==> src/rtl/pic_init_ctrl.sv <==
// pic_init_ctrl
// Write-sequencing controller for an 8259A-compatible PIC. It decodes CPU
// register writes into the ICW1..ICW4 initialization sequence and the
// OCW1..OCW3 operational commands. It also holds the configuration fields
// that the IMR, priority resolver, cascade and INTA logic consume.
//
// Ports
//   clk, reset      : clock; synchronous active-high reset
//   wr_en, a0, din  : one-cycle write strobe, register address bit, write data
//   cur_MASK        : IMR mask value
//   MASK_reset      : one-cycle IMR clear pulse
//   init_done       : init sequence complete, so OCWs are accepted
//   ltim, single    : ICW1 D3, D1
//   vector_base     : ICW2 D7:D3
//   cascade_cfg     : ICW3 byte
//   upm/aeoi/ms/buf_mode/sfnm : ICW4 D0..D4
//   ocw2_strobe/cmd/level     : OCW2 accept pulse, D7:D5, D2:D0
//   smm, ris        : special mask mode, read-register select
//   poll_req        : one-cycle pulse on OCW3 with the poll bit set
module pic_init_ctrl (
  input  logic       clk,
  input  logic       reset,
  input  logic       wr_en,
  input  logic       a0,
  input  logic [7:0] din,
  output logic [7:0] cur_MASK,
  output logic       MASK_reset,
  output logic       init_done,
  output logic       ltim,
  output logic       single,
  output logic [4:0] vector_base,
  output logic [7:0] cascade_cfg,
  output logic       upm,
  output logic       aeoi,
  output logic       ms,
  output logic       buf_mode,
  output logic       sfnm,
  output logic       ocw2_strobe,
  output logic [2:0] ocw2_cmd,
  output logic [2:0] ocw2_level,
  output logic       smm,
  output logic       ris,
  output logic       poll_req
);

  localparam logic [2:0] IDLE      = 3'd0;
  localparam logic [2:0] WAIT_ICW2 = 3'd1;
  localparam logic [2:0] WAIT_ICW3 = 3'd2;
  localparam logic [2:0] WAIT_ICW4 = 3'd3;
  localparam logic [2:0] READY     = 3'd4;

  logic [2:0] state;
  logic       ic4;
  logic       icw1_wr;

  // ICW1 is recognised in every state, so decode it ahead of the FSM.
  assign icw1_wr = wr_en & ~a0 & din[4];

  always_ff @(posedge clk) begin
    if (reset) begin
      state       <= IDLE;
      ic4         <= 1'b0;
      cur_MASK    <= 8'h00;
      MASK_reset  <= 1'b0;
      init_done   <= 1'b0;
      ltim        <= 1'b0;
      single      <= 1'b0;
      vector_base <= 5'd0;
      cascade_cfg <= 8'h00;
      upm         <= 1'b0;
      aeoi        <= 1'b0;
      ms          <= 1'b0;
      buf_mode    <= 1'b0;
      sfnm        <= 1'b0;
      ocw2_strobe <= 1'b0;
      ocw2_cmd    <= 3'd0;
      ocw2_level  <= 3'd0;
      smm         <= 1'b0;
      ris         <= 1'b0;
      poll_req    <= 1'b0;
    end else begin
      // Pulses last a single cycle unless re-armed by this cycle's write.
      MASK_reset  <= 1'b0;
      ocw2_strobe <= 1'b0;
      poll_req    <= 1'b0;

      if (icw1_wr) begin
        // ICW1 restarts initialization from any state.
        ltim        <= din[3];
        single      <= din[1];
        ic4         <= din[0];
        upm         <= 1'b0;
        aeoi        <= 1'b0;
        ms          <= 1'b0;
        buf_mode    <= 1'b0;
        sfnm        <= 1'b0;
        smm         <= 1'b0;
        ris         <= 1'b0;
        cascade_cfg <= 8'h00;
        cur_MASK    <= 8'h00;
        MASK_reset  <= 1'b1;
        init_done   <= 1'b0;
        state       <= WAIT_ICW2;
      end else if (wr_en) begin
        case (state)
          WAIT_ICW2: if (a0) begin
            vector_base <= din[7:3];
            // The single flag was latched by ICW1 and already holds its final value.
            if (!single)  state <= WAIT_ICW3;
            else if (ic4) state <= WAIT_ICW4;
            else begin
              state     <= READY;
              init_done <= 1'b1;
            end
          end
          WAIT_ICW3: if (a0) begin
            cascade_cfg <= din;
            if (ic4) state <= WAIT_ICW4;
            else begin
              state     <= READY;
              init_done <= 1'b1;
            end
          end
          WAIT_ICW4: if (a0) begin
            sfnm      <= din[4];
            buf_mode  <= din[3];
            ms        <= din[2];
            aeoi      <= din[1];
            upm       <= din[0];
            state     <= READY;
            init_done <= 1'b1;
          end
          READY: begin
            if (a0) begin
              cur_MASK <= din;
            end else if (!din[3]) begin
              ocw2_cmd    <= din[7:5];
              ocw2_level  <= din[2:0];
              ocw2_strobe <= 1'b1;
            end else begin
              if (din[6]) smm <= din[5];
              if (din[1]) ris <= din[0];
              poll_req <= din[2];
            end
          end
          default: ; // IDLE ignores everything except ICW1
        endcase
      end
    end
  end

endmodule

==> config.mk <==
export PLATFORM = sky130hd
export DESIGN_NAME = pic_init_ctrl
export DESIGN_NICKNAME = d
export VERILOG_FILES = /design/src/rtl/pic_init_ctrl.sv
export SDC_FILE = /design/constraint.sdc
export NUM_CORES = 1
export LEC_CHECK = 0
export CAP_MARGIN = 25
export CORE_MARGIN = 5
export CORE_UTILIZATION = 25
export CTS_CLUSTER_DIAMETER = 40
export DETAILED_ROUTE_END_ITERATION = 16
export HOLD_SLACK_MARGIN = 0.1
export PLACE_DENSITY = 0.5
export SETUP_SLACK_MARGIN = 0.02
export SLEW_MARGIN = 20
export SYNTH_ARGS = -nofsm -noshare
export SYNTH_HDL_FRONTEND = slang
export SYNTH_SLANG_ARGS = --single-unit
==> constraint.sdc <==
create_clock -name clk -period 1.4 [get_ports clk]
set_input_delay 0.21 -clock clk [delete_from_list [all_inputs] [get_ports clk]]
set_output_delay 0.21 -clock clk [all_outputs]
set_load 0.01 [all_outputs]
==> Word-level counts from Yosys, hierarchy flattened <==
Index checks and enable logic that the tools add are counted.
{ "classes": {"n_bitwise": 7, "n_mux": 16, "reduce_logical": 16, "eq_ne": 11} }
{ "ops": {"columns": ["operator", "n"], "rows": [
  ["5-bit AND reduction", 5],
  ["3-bit two-way mux", 5],
  ["1-bit two-way mux", 9],
  ["3-bit inequality test (second input constant)", 3],
  ["3-bit case mux with 3 select lines", 1],
  ["3-bit AND reduction", 3],
  ["2-bit inequality test (second input constant)", 4],
  ["3-bit by 2-bit equality test with 1-bit output (second input constant)", 2],
  ["6-bit AND reduction", 1],
  ["6-bit OR reduction", 1],
  ["1-bit inverter", 5],
  ["5-bit OR reduction", 1],
  ["4-bit AND reduction", 1],
  ["4-bit nonzero test", 1],
  ["3-bit by 1-bit equality test with 1-bit output (second input constant)", 1],
  ["3-bit equality test (second input constant)", 1],
  ["1-bit case mux with 3 select lines", 1],
  ["3-bit nonzero test", 1],
  ["1-bit bitwise AND", 2],
  ["2-bit nonzero test", 1],
  ["2-bit OR reduction", 1]
]} }
{ "totals": {"word_cells": 71, "in_bits": 12, "reg_bits": 44, "out_inout_bits": 40} }

==> Logic depth before layout (Yosys ltp) <==
{ "logic_depth": {"ltp_word": 6, "mapped_depth": 5} }

==> Worst setup path before layout <==
No wires, ideal clock.
{ "synth_path": {"path_type": "reg2reg", "startpoint": "register state[1]", "endpoint": "register ocw2_cmd[0]", "path_stages_with_launch": 6, "synth_period_minus_slack_ps": 1363, "setup_ps": 119, "required_time_ps": 1281, "arrival_time_ps": 1244, "path_slack_ps": 37, "cell_sequence": "dfxtp_1 -> buf_6 -> nand4bb_4 -> or4_1 -> buf_2 -> mux2i_1"} }
{ "synth_between": {"elab_chain_cells": 2} }
{ "synth_rtl": {"columns": ["element", "line", "rtl"], "rows": [
  ["from (decl)", "52", "logic [2:0] state;"],
  ["from (signal assigned)", "61", "state <= IDLE;"],
  ["from (signal assigned)", "103", "state <= WAIT_ICW2;"],
  ["from (signal assigned)", "109", "if (!single) state <= WAIT_ICW3;"],
  ["3-bit equality test", "105", "case (state)"],
  ["5-bit AND reduction (no line)", null, null],
  ["to (signal assigned)", "137", "ocw2_cmd <= din[7:5];"],
  ["to (decl)", "39", "output logic [2:0] ocw2_cmd,"]
]} }
No other way between the ends.
A chain may end at the register's enable or synchronous reset.

==> Worst setup path in the final report <==
{ "layout_path": {"startpoint": "register poll_req", "endpoint": "output poll_req"} }
{ "layout_lines": {"columns": ["element", "line", "rtl"], "rows": [
  ["from (decl)", "43", "output logic poll_req"],
  ["from (signal assigned)", "143", "poll_req <= din[2];"]
]} }
No word-level cell between the ends.

==> reports/metrics.cfg <==
[drt]
via_count=1687
drc=0
via_per_inst=4.56
drt-pass1-iter-count=4
wl_per_cell_um=13.8
ant_nets=0
routed_wl_um=5120
dr.first_iter.drc_count=58

[clocking]
cts.clk_slew.worst_paths_ps=80
clock_sink_count=44
tritoncts=done
cts.htree.levels=2
insertion_delay_ps=290
cts-root-buf=clkbuf_8
cts_hold_buf=0
clock_path_buffers=2
numCtsBuffers=5

[yosys]
synth.area.top_cells=dfxtp_1, mux2i_1, nand3_1
synthTopCellsByCount=dfxtp_1, nand3_1, nand2_1
synth.avg_cell_area_sq_um=8.91
yosys.cell_types.count=27
ys_seq_area_frac=0.490
yosysMostFrequentCell=dfxtp_1
synth_edf_count=0
syn_area_sq_mm=0.00180
netlist_instances=202
synthFlopType=dfxtp_1
synth_top_area_share=0.490
async_flop_share=0
synth_warnings=0
synth-seq-cells=44
syn_nets=214
synth_largest_area_cell=dfxtp_1

[sta]
fin_crit_sh=0.957
fmax_mhz=746
fin_hold_ws_ps=423
tightestPinTransition_ps=326
setup_viol=0
grt_setup_unrepaired=no
final_hold_viol_count=0
relSlewSlack=0.782
drv_slew=0
period_minus_slack_ps=1340
fin_ws_ps=60.0
fin_worst_skew_ps=2.99

[run]
drv_cap=0

[critical_path]
r2r_end=smm$_SDFFE_PP0P_
start_kind=flip-flop
crit_required_ps=1190
path_depth=1
worstReg2RegStart=state[0]$_SDFFE_PP0P_
path_buf_inv=1
crit_start=poll_req$_SDFF_PP0_
slowest_stage=clkdlybuf4s50_1
critPathTopFamily=buffers and inverters
path_cells=clkdlybuf4s50_1
worstPathMaxFanout=1
critPathCapture=poll_req
r2r_cells=5
ff2ff_setup_slack_ps=100
cpPeakStageDelay_ps=530
cp-end-kind=output pin
path_class=flip-flop to output pin
arrival_ps=1130

[floorplanning]
die_h_um=94.8
core_area_sq_mm=0.00714
die-width_um=94.8
initial_core_util=0.252
num_rows=31
dieArea_sq_mm=0.00899
boundaryPins=52

[placement]
gp_congestion=0.761
io_buffer_count=51
post_dp_cell_area_sq_mm=0.00255
dpl.hpwl_um=3750
post-place-ws_ps=-362

[grt]
grt.overflow.total=0
grt_pass1_wl_um=7980
grtUsageTotal=0.116
antenna_found_initial=1
grt_pass1_vias=1571
grt_max_degree=33

[finish]
final_area_sq_mm=0.00269
fill_cells=783
fin_util=0.377
drive_above_1_share=0.148
nets=281
area_delta_synth_final_pct=49.7

[pwr]
power_frac_comb=0.094
p_seq_frac=0.551
leakage_uw=0.00134
clkPwrFrac=0.356
vdd_ir_drop_max_mv=0.342
power.density_mw_per_mm2=852
p_sw_uw=540
internal_power_uw=1760
switching_share=0.235
p_total_uw=2300

[run_status]
status=completed

[worst_hold_path]
worstHoldPathType=input port to flip-flop

## cell type report
cell class	instances	area, sq um	share of cell area
Sequential cell	44	885	0.328
Multi-Input combinational cell	138	867	0.322
Timing Repair Buffer	77	714	0.265
Tap cell	99	124	0.0460
Clock buffer	8	90.1	0.0334
Inverter	3	11.3	0.00418
Antenna cell	1	2.50	0.000929
## worst reg2reg max path, cell delays in order (launching register included)
cell,delay (ps)
dfxtp_2,330
buf_6,120
nor4bb_4,280
buf_4,190
nand4_1,130
mux2i_1,140
## routing by layer
metal / GRT usage / vias up / wire, um
li1: - / 848 / -
met1: 0.150 / 798 / 2320
met2: 0.186 / 36 / 2410
met3: 0.0375 / 5 / 338
met4: 0.0325 / 0 / 53
met5: 0 / - / 0
## cells in the final DEF, fill, tap and decap left out, types with 2 or more instances in the layout
cell type        Yosys  final
dfxtp_1             44     41
dlygate4sd2_1        0     33
nand3_1             31     31
nand2_1             22     22
mux2i_1             21     21
buf_4                0     21
a21oi_1             17     17
o21ai_0             16     16
clkdlybuf4s50_1      0     10
dlymetal6s2s_1       0      8
nor2_1               7      7
clkbuf_8             0      6
inv_1                3      3
and3b_1              3      3
dfxtp_2              0      3
nand3b_1             2      2
nand2b_1             2      2
nor4_1               3      2
nand4_1              2      2
a211oi_1             2      2
nor3_1               2      2
clkbuf_1            11      2
buf_6                1      2
buf_12               0      2
## power groups by stage
stage | sequential (uW) | clock, uW | combinational (uW)
final | 1260 | 816 | 215
after global routing | 1270 | 913 | 233
after detailed placement | 1290 | 0 | 211
after CTS | 1260 | 850 | 209
after floorplan | 1290 | 0 | 84.8
after global placement | 1290 | 0 | 210
## worst min path at each step
stage                                startpoint                           to  cells past startpoint
finish                                       a0          poll_req$_SDFF_PP0_                      3
global route                                 a0          poll_req$_SDFF_PP0_                      3
CTS                 vector_base[0]$_SDFFE_PP0P_  vector_base[0]$_SDFFE_PP0P_                      2
detailed placement  vector_base[0]$_SDFFE_PP0P_  vector_base[0]$_SDFFE_PP0P_                      2
global placement    vector_base[0]$_SDFFE_PP0P_  vector_base[0]$_SDFFE_PP0P_                      2
floorplan                                 reset        state[0]$_SDFFE_PP0P_                      1
## kinds of logic after synthesis
kind of cell           synth area share
AND/OR/NAND/NOR                   0.228
AO/OA/AOI/OAI                     0.117
multiplexers                      0.117
flip-flops                        0.490
buffers and inverters            0.0487
## per-stage QoR
stage          std cells  setup TNS [ps]
2_1_floorplan        202               0
3_3_place_gp         358           -9040
3_5_place_dp         358           -9490
4_1_cts              366               0
5_1_grt              370               0
6_report             370               0
## state kept, by name, indices dropped and copies added (netlist names), 3 cells and up
| name | count |
|---|---|
| cur_MASK | 8 |
| cascade_cfg | 8 |
| vector_base | 5 |
| state | 3 |
| ocw2_cmd | 3 |
| ocw2_level | 3 |
## repair_timing
action                                  in CTS  in global routing
buffers inserted                             0                  2
cloned                                       0                  1
endpoints found under the setup margin      39                 32
gates resized for setup                     35                 18
Power figures use the tool's default switching activity.
